[src/rtl/tx_uart.sv]
// tx_uart: UART transmitter paced by a 16x baud tick; start bit, NB_DATA bits LSB first, stop.
// Define TX_UART_PARITY_EN to insert an even-parity bit between the data and stop bits.
module tx_uart #(
  parameter int NB_DATA  = 8,
  parameter int SB_TICK  = 16,
  parameter int NB_COUNT = 5,
  parameter int NB_STATE = 3
) (
  input  logic               i_clock,
  input  logic               i_reset,
  input  logic               i_tick,
  input  logic               i_tx_start,
  input  logic [NB_DATA-1:0] i_data,
  output logic               o_tx,
  output logic               o_tx_done_tick,
  output logic               o_busy
);

  localparam int NB_BIT = (NB_DATA > 1) ? $clog2(NB_DATA) : 1;
  localparam logic [NB_COUNT-1:0] LAST_TICK = NB_COUNT'(15);
  localparam logic [NB_COUNT-1:0] STOP_LAST = NB_COUNT'(SB_TICK - 1);
  localparam logic [NB_BIT-1:0]   LAST_BIT  = NB_BIT'(NB_DATA - 1);

  typedef enum logic [NB_STATE-1:0] {
    IDLE   = NB_STATE'(0),
    START  = NB_STATE'(1),
    DATA   = NB_STATE'(2),
    STOP   = NB_STATE'(3)
`ifdef TX_UART_PARITY_EN
    , PARITY = NB_STATE'(4)
`endif
  } state_t;

  state_t               state, state_next;
  logic [NB_COUNT-1:0]  s, s_next;
  logic [NB_BIT-1:0]    n, n_next;
  logic [NB_DATA-1:0]   b, b_next;
  logic                 tx_next, busy_next, done_next;
`ifdef TX_UART_PARITY_EN
  logic                 parity, parity_next;
`endif

  always_ff @(posedge i_clock or negedge i_reset) begin
    if (!i_reset) begin
      state          <= IDLE;
      s              <= '0;
      n              <= '0;
      b              <= '0;
      o_tx           <= 1'b1;
      o_busy         <= 1'b0;
      o_tx_done_tick <= 1'b0;
`ifdef TX_UART_PARITY_EN
      parity         <= 1'b0;
`endif
    end else begin
      state          <= state_next;
      s              <= s_next;
      n              <= n_next;
      b              <= b_next;
      o_tx           <= tx_next;
      o_busy         <= busy_next;
      o_tx_done_tick <= done_next;
`ifdef TX_UART_PARITY_EN
      parity         <= parity_next;
`endif
    end
  end

  always_comb begin
    state_next = state;
    s_next     = s;
    n_next     = n;
    b_next     = b;
    busy_next  = o_busy;
    done_next  = 1'b0;
    tx_next    = 1'b1;
`ifdef TX_UART_PARITY_EN
    parity_next = parity;
`endif
    case (state)
      IDLE: begin
        // the tick is deliberately ignored in the accept cycle
        if (i_tx_start) begin
          b_next     = i_data;
          s_next     = '0;
          n_next     = '0;
          busy_next  = 1'b1;
          state_next = START;
`ifdef TX_UART_PARITY_EN
          parity_next = ^i_data;
`endif
        end
      end
      START: begin
        if (i_tick) begin
          if (s == LAST_TICK) begin
            s_next     = '0;
            state_next = DATA;
          end else begin
            s_next = s + NB_COUNT'(1);
          end
        end
      end
      DATA: begin
        if (i_tick) begin
          if (s == LAST_TICK) begin
            s_next = '0;
            b_next = b >> 1;
            if (n == LAST_BIT) begin
`ifdef TX_UART_PARITY_EN
              state_next = PARITY;
`else
              state_next = STOP;
`endif
            end else begin
              n_next = n + NB_BIT'(1);
            end
          end else begin
            s_next = s + NB_COUNT'(1);
          end
        end
      end
`ifdef TX_UART_PARITY_EN
      PARITY: begin
        if (i_tick) begin
          if (s == LAST_TICK) begin
            s_next     = '0;
            state_next = STOP;
          end else begin
            s_next = s + NB_COUNT'(1);
          end
        end
      end
`endif
      STOP: begin
        if (i_tick) begin
          if (s == STOP_LAST) begin
            s_next     = '0;
            state_next = IDLE;
            busy_next  = 1'b0;
            done_next  = 1'b1;
          end else begin
            s_next = s + NB_COUNT'(1);
          end
        end
      end
      default: begin
        state_next = IDLE;
        busy_next  = 1'b0;
      end
    endcase

    // line value is registered from the upcoming state so each bit edge follows its tick by one clock
    case (state_next)
      START:   tx_next = 1'b0;
      DATA:    tx_next = b_next[0];
`ifdef TX_UART_PARITY_EN
      PARITY:  tx_next = parity_next;
`endif
      default: tx_next = 1'b1;
    endcase
  end

endmodule
[config.mk]
export PLATFORM = sky130hd
export DESIGN_NAME = tx_uart
export DESIGN_NICKNAME = d
export VERILOG_FILES = /design/src/rtl/tx_uart.sv
export SDC_FILE = /design/constraint.sdc
export NUM_CORES = 1
export LEC_CHECK = 0
export ABC_AREA = 1
export CAP_MARGIN = 30
export CORE_UTILIZATION = 53
export CTS_CLUSTER_SIZE = 40
export DETAILED_ROUTE_END_ITERATION = 10
export HOLD_SLACK_MARGIN = 0.08
export PLACE_DENSITY = 0.84
export SLEW_MARGIN = 20
export SYNTH_ARGS = -nofsm -noshare
export SYNTH_HDL_FRONTEND = slang
export SYNTH_SLANG_ARGS = --single-unit
[constraint.sdc]
create_clock -name i_clock -period 2.05 [get_ports i_clock]
set_input_delay 0.5125 -clock i_clock [delete_from_list [all_inputs] [get_ports i_clock]]
set_output_delay 0.5125 -clock i_clock [all_outputs]
set_load 0.02 [all_outputs]
==> summary.md <==
| Metric | Value |
|---|---|
| Status | completed |
| Top fanout value on the critical path | 1 |
| Wire length of the first global-routing pass | 4.37 mm |
| Syn Inst Count | 139 |
| Worst Clk Skew | 0.00918 ns |
| Endpoint class of the critical path | primary output |
| Cell family with most CP delay | buffers and inverters |
| Starting utilization of the core area | 58.1% |
| Die Y | 49.3 um |
| Total instance count after detailed placement | 182 |
| Vias per cell | 5.58 |
| Type of the setup path with the least slack | reg -> out |
| RSZ-0062 raised after global routing | no |
| Share of flip-flops with an asynchronous set or reset after synthesis | 100% |
| Sequential cell fraction of total power | 57.7% |
| Ordered cell list for the critical path | clkdlybuf4s50_1 |
| Max-slew violation count | 0 |
| Pre-antenna DRT Iters | 4 |
| Clock-pin slew reported for the worst setup and hold paths after clock tree synthesis | 0.11 ns |
| Synth warn | 0 |
| Number of vias in the routed layout | 1038 |
| Worst reg-to-reg setup slack | 0.39 ns |
| Number of remaining DRC errors | 0 |
| Static power due to leakage | 0.655 nW |
| Number of top-level design ports | 15 |
| Pre-CTS worst setup slack | 0.166 ns |
| Hold slack final | 0.499 ns |
| Final weighted congestion in routability-driven placement | 0.795 |
| Final count of negative-setup-slack endpoints | 0 |
| CP required | 1.54 ns |
| Die extent in x | 49.3 um |
| Count leader, synth | nand2_1 |
| Final std cells w/o fill | 186 |
| Total overflow reported by the global router | 0 |
| Syn_nets | 154 |
| Global router's overall resource usage | 23.8% |
| Number of buffers added for setup after CTS | 0 |
| CTS root buffer | clkbuf_4 |
| Portion of synthesized cell area occupied by the leading cell type | 44.3% |
| Final min period | 1.94 ns |
| Netlist Area Pre-Place | 1190 um2 |
| Fill cell total of the finished layout | 171 |
| Switching power share of the total | 30.2% |
| CTS Hold Buffers Added | 0 |
| Top cell type by total area after synthesis | dfrtp_1 |
| Final instance area | 1400 um2 |
| Levels on crit path | 1 |
| Switching power total | 0.282 mW |
| Avg Inst Size Synth | 8.54 um2 |
| List of most frequent post-synthesis cells | nand2_1, dfrtp_1, inv_1 |
| Number of DRC markers in iteration 0 | 37 |
| Primary flip-flop cell chosen by synthesis mapping | dfrtp_1 |
| Hold path depth | 2 |
| Slowest-stage cell, CP | clkdlybuf4s50_1 |
| Total inserted antenna cells | 0 |
| Number of storage elements in the synthesis netlist | 22 |
| Deepest clock path buffer count | 2 |
| Biggest cell delay along the critical path | 0.59 ns |
| Share of cells above drive strength 1 | 14.5% |
| Final-report hold violation count | 0 |
| Vias in the first global route | 1012 |
| Count of flip-flops with a built-in enable after synthesis | 0 |
| Startpoint kind of the worst setup timing path | flip-flop |
| Clock Sink Count | 22 |
| Finished Core Util | 68.4% |
| Antenna violations before repair | 0 |
| Crit path buffers/inverters | 1 |
| Total power | 0.932 mW |
| Area added between synthesis and finish | 17.7% |
| Number of gates resized after cts | 0 |
| Internal power component | 0.650 mW |
| Maximum vdd ir drop | 459 uV |
| Worst path setup slack after routing | 0.106 ns |
| Data arrival time of the worst path | 1.43 ns |
| Number of distinct library cells after synthesis | 29 |
| Power density over the cells | 667 nW/um2 |
| Maximum number of pins on one net before global-route repair | 23 |
| Cells taking the most area after synthesis | dfrtp_1, nand2_1, nand3_1 |
| Post-layout nets | 175 |
| HPWL reported at the end of detailed placement | 1.79 mm |
| H-tree depth reported by CTS | 1 |
| Part of the cycle the worst path needs | 94.8% |
| Worst min path class | reg -> reg |
| Maximum clock frequency | 0.514 GHz |
| Full die area | 2430 um2 |
| Routed length per placed instance | 13.4 um |
| WL final | 2.50 mm |
| Clock Power Share | 22.5% |
| TritonCTS clock tree | done |
| Floorplan Core Area | 2040 um2 |
| Reg2Reg Depth | 9 |
| Area after detailed placement | 1370 um2 |
| IO Port Bufs | 14 |
| Residual antenna-violating net count after detailed routing | 0 |
| Total negative slack | 0 ns |
| Number of rows in the core area | 16 |
| Sequential area share after synthesis | 46.5% |
| Clock latency on the worst-skew pair | 0.31 ns |
| Maximum capacitance violations | 0 |
| Comb power frac | 19.8% |
| CTS Buf Count | 3 |
[cell families (layout without fill, tap and decap cells)]
logic type               Yosys count  in the layout  synth area share (%)
adder cells (fa/ha/maj)            3              3                  3.16
XOR/XNOR                           1              1                 0.738
other                              1              1                 0.316
AO/OA/AOI/OAI                     20             20                  12.4
flip-flops                        22             22                  46.5
AND/OR/NAND/NOR                   73             73                  29.5
buffers and inverters             19             39                  7.38
[layer usage]
layer  global-route usage, %  vias up  share of wire, %
met3                    3.12        4               4.5
met2                    41.8       31                53
met1                    29.0      506                41
li1                        -      497                 -
met4                    9.80        0               1.2
met5                       0        -                 0
[state kept, by name, indices dropped and copies added (netlist names)]
name / count
n: 3
o_busy: 1
state: 3
o_tx_done_tick: 1
b: 8
o_tx: 1
s: 5
[worst paths after layout]
kind | end | from
min in group asynchronous | o_busy$_DFFE_PN0P_ | i_reset
setup / recovery | o_tx | o_tx$_DFF_PN1_
hold / removal | b[4]$_DFFE_PN0P_ | b[4]$_DFFE_PN0P_
max in group asynchronous | o_tx$_DFF_PN1_ | i_reset
setup reg to reg | o_tx$_DFF_PN1_ | s[0]$_DFFE_PN0P_
hold reg to reg | b[4]$_DFFE_PN0P_ | b[4]$_DFFE_PN0P_
[worst reg2reg max path, cell delays in order (launching register included)]
cell,delay [ns]
dfrtp_1,0.42
ha_1,0.26
nand4_1,0.29
nor2_4,0.27
nand3_2,0.08
nand2_1,0.07
inv_1,0.04
nand2_1,0.07
nand2_1,0.06
nand2_1,0.05
[cell type report]
| type | count | area (um2) | area share (%) |
|---|---|---|---|
| multi-input combinational | 98 | 548 | 39.2 |
| inverter | 16 | 60.1 | 4.30 |
| sequential | 22 | 552 | 39.5 |
| tap | 27 | 33.8 | 2.42 |
| clock buffer | 4 | 26.3 | 1.88 |
| timing repair buffer | 19 | 178 | 12.7 |
[cells in the final DEF (no fill, tap or decap), types with 2 or more instances in the layout]
| cell type | n |
|---|---|
| nand2_1 | 31 |
| dfrtp_1 | 21 |
| inv_1 | 15 |
| nor2_1 | 14 |
| nand3_1 | 14 |
| clkdlybuf4s50_1 | 14 |
| buf_4 | 5 |
| nand3_2 | 4 |
| a21oi_1 | 4 |
| o21ai_0 | 4 |
| a32oi_1 | 4 |
| nand2_2 | 3 |
| ha_1 | 3 |
| clkbuf_4 | 3 |
| nor2_2 | 2 |
| nand4_1 | 2 |
| nor2_4 | 2 |
[power groups by stage]
stage / logic, mW / clock network, mW / registers [mW]
3_3_place_gp: 0.173 / 0 / 0.538
3_5_place_dp: 0.185 / 0 / 0.543
5_1_grt: 0.207 / 0.237 / 0.545
2_1_floorplan: 0.116 / 0 / 0.538
4_1_cts: 0.186 / 0.218 / 0.536
6_report: 0.185 / 0.210 / 0.538
Note: power is estimated with default switching activity, not from simulation.
